[src/rtl/rect_draw_arbiter.sv]
// Round-robin arbiter for four rectangle-fill requesters feeding one pixel writer.
// A granted job is rasterised row-major, one pixel per clock, with off-screen pixels masked.
module rect_draw_arbiter #(
    parameter int SCREEN_W = 160,
    parameter int SCREEN_H = 120
) (
    input  logic        clock,
    input  logic        resetn,
    input  logic [3:0]  req,
    input  logic [31:0] req_x,
    input  logic [27:0] req_y,
    input  logic [31:0] req_w,
    input  logic [27:0] req_h,
    input  logic [11:0] req_colour,
    output logic [3:0]  gnt,
    output logic [3:0]  done,
    output logic        busy,
    output logic [7:0]  x,
    output logic [6:0]  y,
    output logic [2:0]  colour,
    output logic        plot
);

    typedef enum logic {IDLE, DRAW} state_t;

    state_t      state_q, state_d;
    logic [1:0]  last_q, last_d;
    logic [7:0]  cx_q, cx_d;
    logic [6:0]  cy_q, cy_d;
    logic [3:0]  gnt_q, gnt_d;
    logic [3:0]  done_q, done_d;
    logic        busy_q, busy_d;
    logic        plot_q, plot_d;
    logic [7:0]  x_q, x_d;
    logic [6:0]  y_q, y_d;
    logic [2:0]  colour_q, colour_d;

    logic [7:0]  job_x_q, job_x_d;
    logic [6:0]  job_y_q, job_y_d;
    logic [7:0]  job_w_q, job_w_d;
    logic [6:0]  job_h_q, job_h_d;
    logic [2:0]  job_c_q, job_c_d;

    logic        found;
    logic [1:0]  sel;
    logic [1:0]  idx;
    logic [7:0]  px;
    logic [6:0]  py;

    always_comb begin
        state_d  = state_q;
        last_d   = last_q;
        cx_d     = cx_q;
        cy_d     = cy_q;
        gnt_d    = 4'b0000;
        done_d   = 4'b0000;
        busy_d   = 1'b0;
        plot_d   = 1'b0;
        x_d      = x_q;
        y_d      = y_q;
        colour_d = colour_q;
        job_x_d  = job_x_q;
        job_y_d  = job_y_q;
        job_w_d  = job_w_q;
        job_h_d  = job_h_q;
        job_c_d  = job_c_q;
        found    = 1'b0;
        sel      = last_q;
        idx      = last_q;
        px       = job_x_q + cx_q;
        py       = job_y_q + cy_q;

        // Search starts one past the previous winner so every pending requester gets a turn.
        for (int k = 1; k <= 4; k++) begin
            idx = last_q + 2'(k);
            if (!found && req[idx]) begin
                found = 1'b1;
                sel   = idx;
            end
        end

        case (state_q)
            IDLE: begin
                if (found) begin
                    state_d = DRAW;
                    gnt_d   = 4'b0001 << sel;
                    last_d  = sel;
                    busy_d  = 1'b1;
                    cx_d    = 8'd0;
                    cy_d    = 7'd0;
                    job_x_d = req_x[8*sel +: 8];
                    job_y_d = req_y[7*sel +: 7];
                    job_w_d = req_w[8*sel +: 8];
                    job_h_d = req_h[7*sel +: 7];
                    job_c_d = req_colour[3*sel +: 3];
                end
            end
            DRAW: begin
                // busy stays up on the final pixel so it covers the done edge as well.
                busy_d   = 1'b1;
                x_d      = px;
                y_d      = py;
                colour_d = job_c_q;
                plot_d   = (int'({24'd0, px}) < SCREEN_W) && (int'({25'd0, py}) < SCREEN_H);
                if (cx_q == job_w_q) begin
                    cx_d = 8'd0;
                    if (cy_q == job_h_q) begin
                        done_d  = 4'b0001 << last_q;
                        state_d = IDLE;
                    end else begin
                        cy_d = cy_q + 7'd1;
                    end
                end else begin
                    cx_d = cx_q + 8'd1;
                end
            end
            default: state_d = IDLE;
        endcase
    end

    always_ff @(posedge clock or negedge resetn) begin
        if (!resetn) begin
            state_q  <= IDLE;
            last_q   <= 2'd3;
            cx_q     <= 8'd0;
            cy_q     <= 7'd0;
            gnt_q    <= 4'b0000;
            done_q   <= 4'b0000;
            busy_q   <= 1'b0;
            plot_q   <= 1'b0;
            x_q      <= 8'd0;
            y_q      <= 7'd0;
            colour_q <= 3'd0;
        end else begin
            state_q  <= state_d;
            last_q   <= last_d;
            cx_q     <= cx_d;
            cy_q     <= cy_d;
            gnt_q    <= gnt_d;
            done_q   <= done_d;
            busy_q   <= busy_d;
            plot_q   <= plot_d;
            x_q      <= x_d;
            y_q      <= y_d;
            colour_q <= colour_d;
        end
    end

    // Job fields are pure data and only meaningful once a grant has loaded them.
    always_ff @(posedge clock) begin
        job_x_q <= job_x_d;
        job_y_q <= job_y_d;
        job_w_q <= job_w_d;
        job_h_q <= job_h_d;
        job_c_q <= job_c_d;
    end

    assign gnt    = gnt_q;
    assign done   = done_q;
    assign busy   = busy_q;
    assign plot   = plot_q;
    assign x      = x_q;
    assign y      = y_q;
    assign colour = colour_q;

endmodule

[config.mk]
export PLATFORM = sky130hd
export DESIGN_NAME = rect_draw_arbiter
export DESIGN_NICKNAME = d
export VERILOG_FILES = /design/src/rtl/rect_draw_arbiter.sv
export SDC_FILE = /design/constraint.sdc
export NUM_CORES = 1
export LEC_CHECK = 0
export BUFFER_PORTS_ARGS = -buffer_cell sky130_fd_sc_hd__buf_2
export CAP_MARGIN = 30
export CORE_ASPECT_RATIO = 1.2
export CORE_MARGIN = 2
export CORE_UTILIZATION = 51
export DETAILED_ROUTE_END_ITERATION = 10
export GPL_TIMING_DRIVEN = 0
export MAX_ROUTING_LAYER = met4
export PLACE_DENSITY = 0.89
export SYNTH_ARGS = -nofsm -noshare
export SYNTH_HDL_FRONTEND = slang
export SYNTH_SLANG_ARGS = --single-unit
[constraint.sdc]
create_clock -name clock -period 3.35 [get_ports clock]
set_input_delay 0.1675 -clock clock [delete_from_list [all_inputs] [get_ports clock]]
set_output_delay 0.1675 -clock clock [all_outputs]
set_load 0.01 [all_outputs]
==> impl.org <==
** Outcome
- The flow ran to the end, and the final reports show no timing, DRC or antenna violations.

** Yosys
- Fraction of the yosys area taken by sequential cells :: 46.0%
- Netlist cell types :: 51
- For this run, the number of Yosys warnings is 0.
- Count of flip-flops with a built-in enable after synthesis :: 33
- Average cell area after synthesis :: 13.2 µm²
- Most instantiated flip-flop cell in the synthesis netlist :: dfrtp_1
- Combined area of all synthesized cells :: 4660 µm²
- FF+latch count, synth :: 79
- Cell count after synthesis :: 354
- For this run, asynchronously set or reset flops after synthesis account for 58.2%.
- Synthesized net count :: 513

** Critical path
- Critical Path Start Type :: register
- Crit-path max FO :: 10
- STA puts the critical path data required time at 3.43 ns.
- Data arrives at the worst endpoint at 3.26 ns.
- Sort of element at the end of the critical path :: register
- By startpoint and endpoint, the worst setup path is classified as register to register.

** STA
- Final worst slack :: 0.163 ns
- Counting I/O delays and the setup requirement, the final critical path takes 3.19 ns.
- Share of the clock period used by the worst path :: 95.1%
- Transition time at the pin with the least slew margin :: 0.715 ns
- Setup-violating endpoint count in the final report :: 0
- Between clock sinks in the finished design, the worst skew comes to 0.0118 ns.
- The number of max-slew violations in the final report was 0.
- Derived from the worst setup path, the maximum achievable clock frequency is 0.314 GHz.
- The final number of hold-violating endpoints is 0.
- Headroom to the max-slew limit :: 52.3%

** Clock network
- No sink is reached through more buffers than the 2 on the longest clock path.
- Total CTS buffers :: 9
- In this run the number of H-tree levels came out at 3.
- Number of sinks driven by the clock tree :: 79
- Clock tree from TritonCTS :: yes
- Clock-pin slew was measured on the worst setup and hold paths at 0.08 ns.
- The cell sitting at the root of the clock tree is a clkbuf_8.
- The later pin in the worst-skew pair is clocked with a latency of 0.35 ns.

** Detailed routing
- Dividing the detail-routed wire length by the instance count gives 18.0 µm.
- Number of iterations in the first detailed-routing pass :: 4
- In this run, the number of DRC markers left after iteration 0 of detailed routing was 266.
- Across all layers, the routed design uses 3718 vias.
- In the routed design, unresolved DRC markers number 0.
- After detailed routing, the number of vias per cell comes to 5.60.
- Routed wire length :: 11.9 mm
- Antenna Nets Post-Route :: 0

** Finish
- Cell area after layout :: 5970 µm²
- Fraction of layout instances using a drive strength above 1 :: 47.4%
- Diode count :: 0
- Cells fill 66.4% of the core in the end.
- From synthesis to final layout, the design area changed by 28.0%.
- NumNets Final :: 698

** GRT
- The initial antenna violation count was 0.
- Total gr overflow :: 0
- The via count of the first global-routing pass came to 3870.
- Entering global routing, the biggest net connects 40 pins.
- Total routing usage reported by global routing :: 25.1%
- Global-route wire length before repair :: 18.5 mm

** Floorplan
- Area of the die :: 9930 µm²
- The floorplan step defined a core boundary enclosing 8990 µm².
- Starting density of the core :: 51.9%
- Vertical die dimension :: 109 µm
- Number of I/O pins :: 166
- Measured along the x axis, the die boundary spans 91.3 µm.
- After floorplanning, the core was divided into 38 placement rows.

** Worst hold path
- In this run the worst hold path is classified as input port to register.

** Placement
- DP HPWL :: 9.39 mm
- Final weighted congestion in routability-driven placement :: 0.910
- Setup WS pre-CTS :: 0.0202 ns
- Port Buf Inserts :: 165
- The placed instances occupy a cell area of 5690 µm².

** Power
- The analysis attributes to cell leakage a power of 2.70 nW.
- IR analysis of the VDD net gives a maximum drop of 0.383 mV.
- Power density cells :: 597 nW/µm²

** Job
- Max-cap violations :: 0
[per-layer routing]
metal / share of wire (%) / track usage [%]
met5: 0 / -
met4: 2.7 / 12.0
met3: 6.0 / 4.01
met2: 53 / 44.1
met1: 38 / 28.3
[state kept, by name (all words and copies together), names as in the netlist, 2 cells and up]
name and cells:
colour 3, x 8, cx_q 8, job_c_q 3
job_y_q 7, y 7, gnt 4, last_q 2
cy_q 7, job_x_q 8, done 4, job_h_q 7
job_w_q 8
[cell usage after synthesis, drive strengths merged (12+ instances only)]
| master | n | area (µm²) |
|---|---|---|
| a21oi | 12 | 71.3 |
| dfrtp | 44 | 1100 |
| edfxtp | 33 | 991 |
| ha | 19 | 238 |
| inv | 20 | 75.1 |
| mux2 | 15 | 169 |
| mux4 | 37 | 833 |
| nand2 | 18 | 67.6 |
| nor2 | 17 | 63.8 |
| o21ai | 19 | 95.1 |
| xor2 | 20 | 175 |
[metrics by stage]
stage                     setup TNS (ns)  std cells  hold WS (ns)  total power [mW]
after floorplan                        0        354        -0.128              2.34
after global placement                 0        639         0.429              2.69
after detailed placement               0        641        0.0528              2.75
after CTS                              0        658         0.188              3.54
after global routing             -0.0222        664         0.192              3.78
final                                  0        664         0.201              3.57
[worst paths after layout]
kind                            start          to  slack [ns]  cells after the start
setup / recovery            last_q[0]  job_h_q[6]        0.16                     10
hold / removal               req_w[8]  job_w_q[0]        0.20                      2
hold reg to reg            job_c_q[2]   colour[2]        0.49                      1
max in group asynchronous      resetn   last_q[0]        2.58                      3
min in group asynchronous      resetn        y[4]        0.21                      2
setup reg to reg            last_q[0]  job_h_q[6]        0.16                     10
[what timing repair did]
action | in CTS | in global routing
setup endpoints to repair | 0 | 24
setup buffers | 0 | 6
resized for setup | 0 | 3
hold buffers | 1 | 0
endpoints found under the hold margin | 44 | 0
[placed cells by master (no fill, tap or decap), types with 9 or more instances in the layout]
master	instances
a21oi_1	11
buf_2	166
dfrtp_1	44
mux4_2	37
xnor2_1	9
xor2_1	20
mux2_2	15
nor2_1	17
edfxtp_1	33
ha_1	19
o21ai_0	18
nand2_1	18
clkbuf_8	10
inv_1	20
[kinds of logic after synthesis]
kind of cell               Yosys count  synth area share (%)
xor gates and xnor gates            30                  6.04
adders and majority gates           21                  5.96
buffers and inverters               35                  3.59
muxes                               55                  22.1
AOI/OAI and AO/OA                   51                  7.08
and+or+nand+nor                     83                  9.23
DFF                                 79                  46.0
[worst max-delay path, cell delays in order, from the launching register on]
cell and delay, ns:
dfstp_2 0.57, buf_6 0.17, inv_1 0.10, ha_1 0.38
mux4_2 0.39, nor2b_1 0.14, o31ai_1 0.09, a32oi_1 0.22
buf_4 0.25, buf_2 0.25, mux4_2 0.34
[where the power goes]
group / internal (mW) / switching [mW]
clock: 0.440 / 0.345
sequential: 1.20 / 0.160
combinational: 0.765 / 0.652
[layout make-up]
type	count	area (µm²)
clock inverter	5	81.3
buffer	14	92.6
clock buffer	11	141
inverter	21	78.8
tap	120	150
timing repair buffer	174	928
sequential	79	2140
fill	662	3020
multi-input combinational	240	2350
No activity file was read; power rests on OpenSTA's default activity.
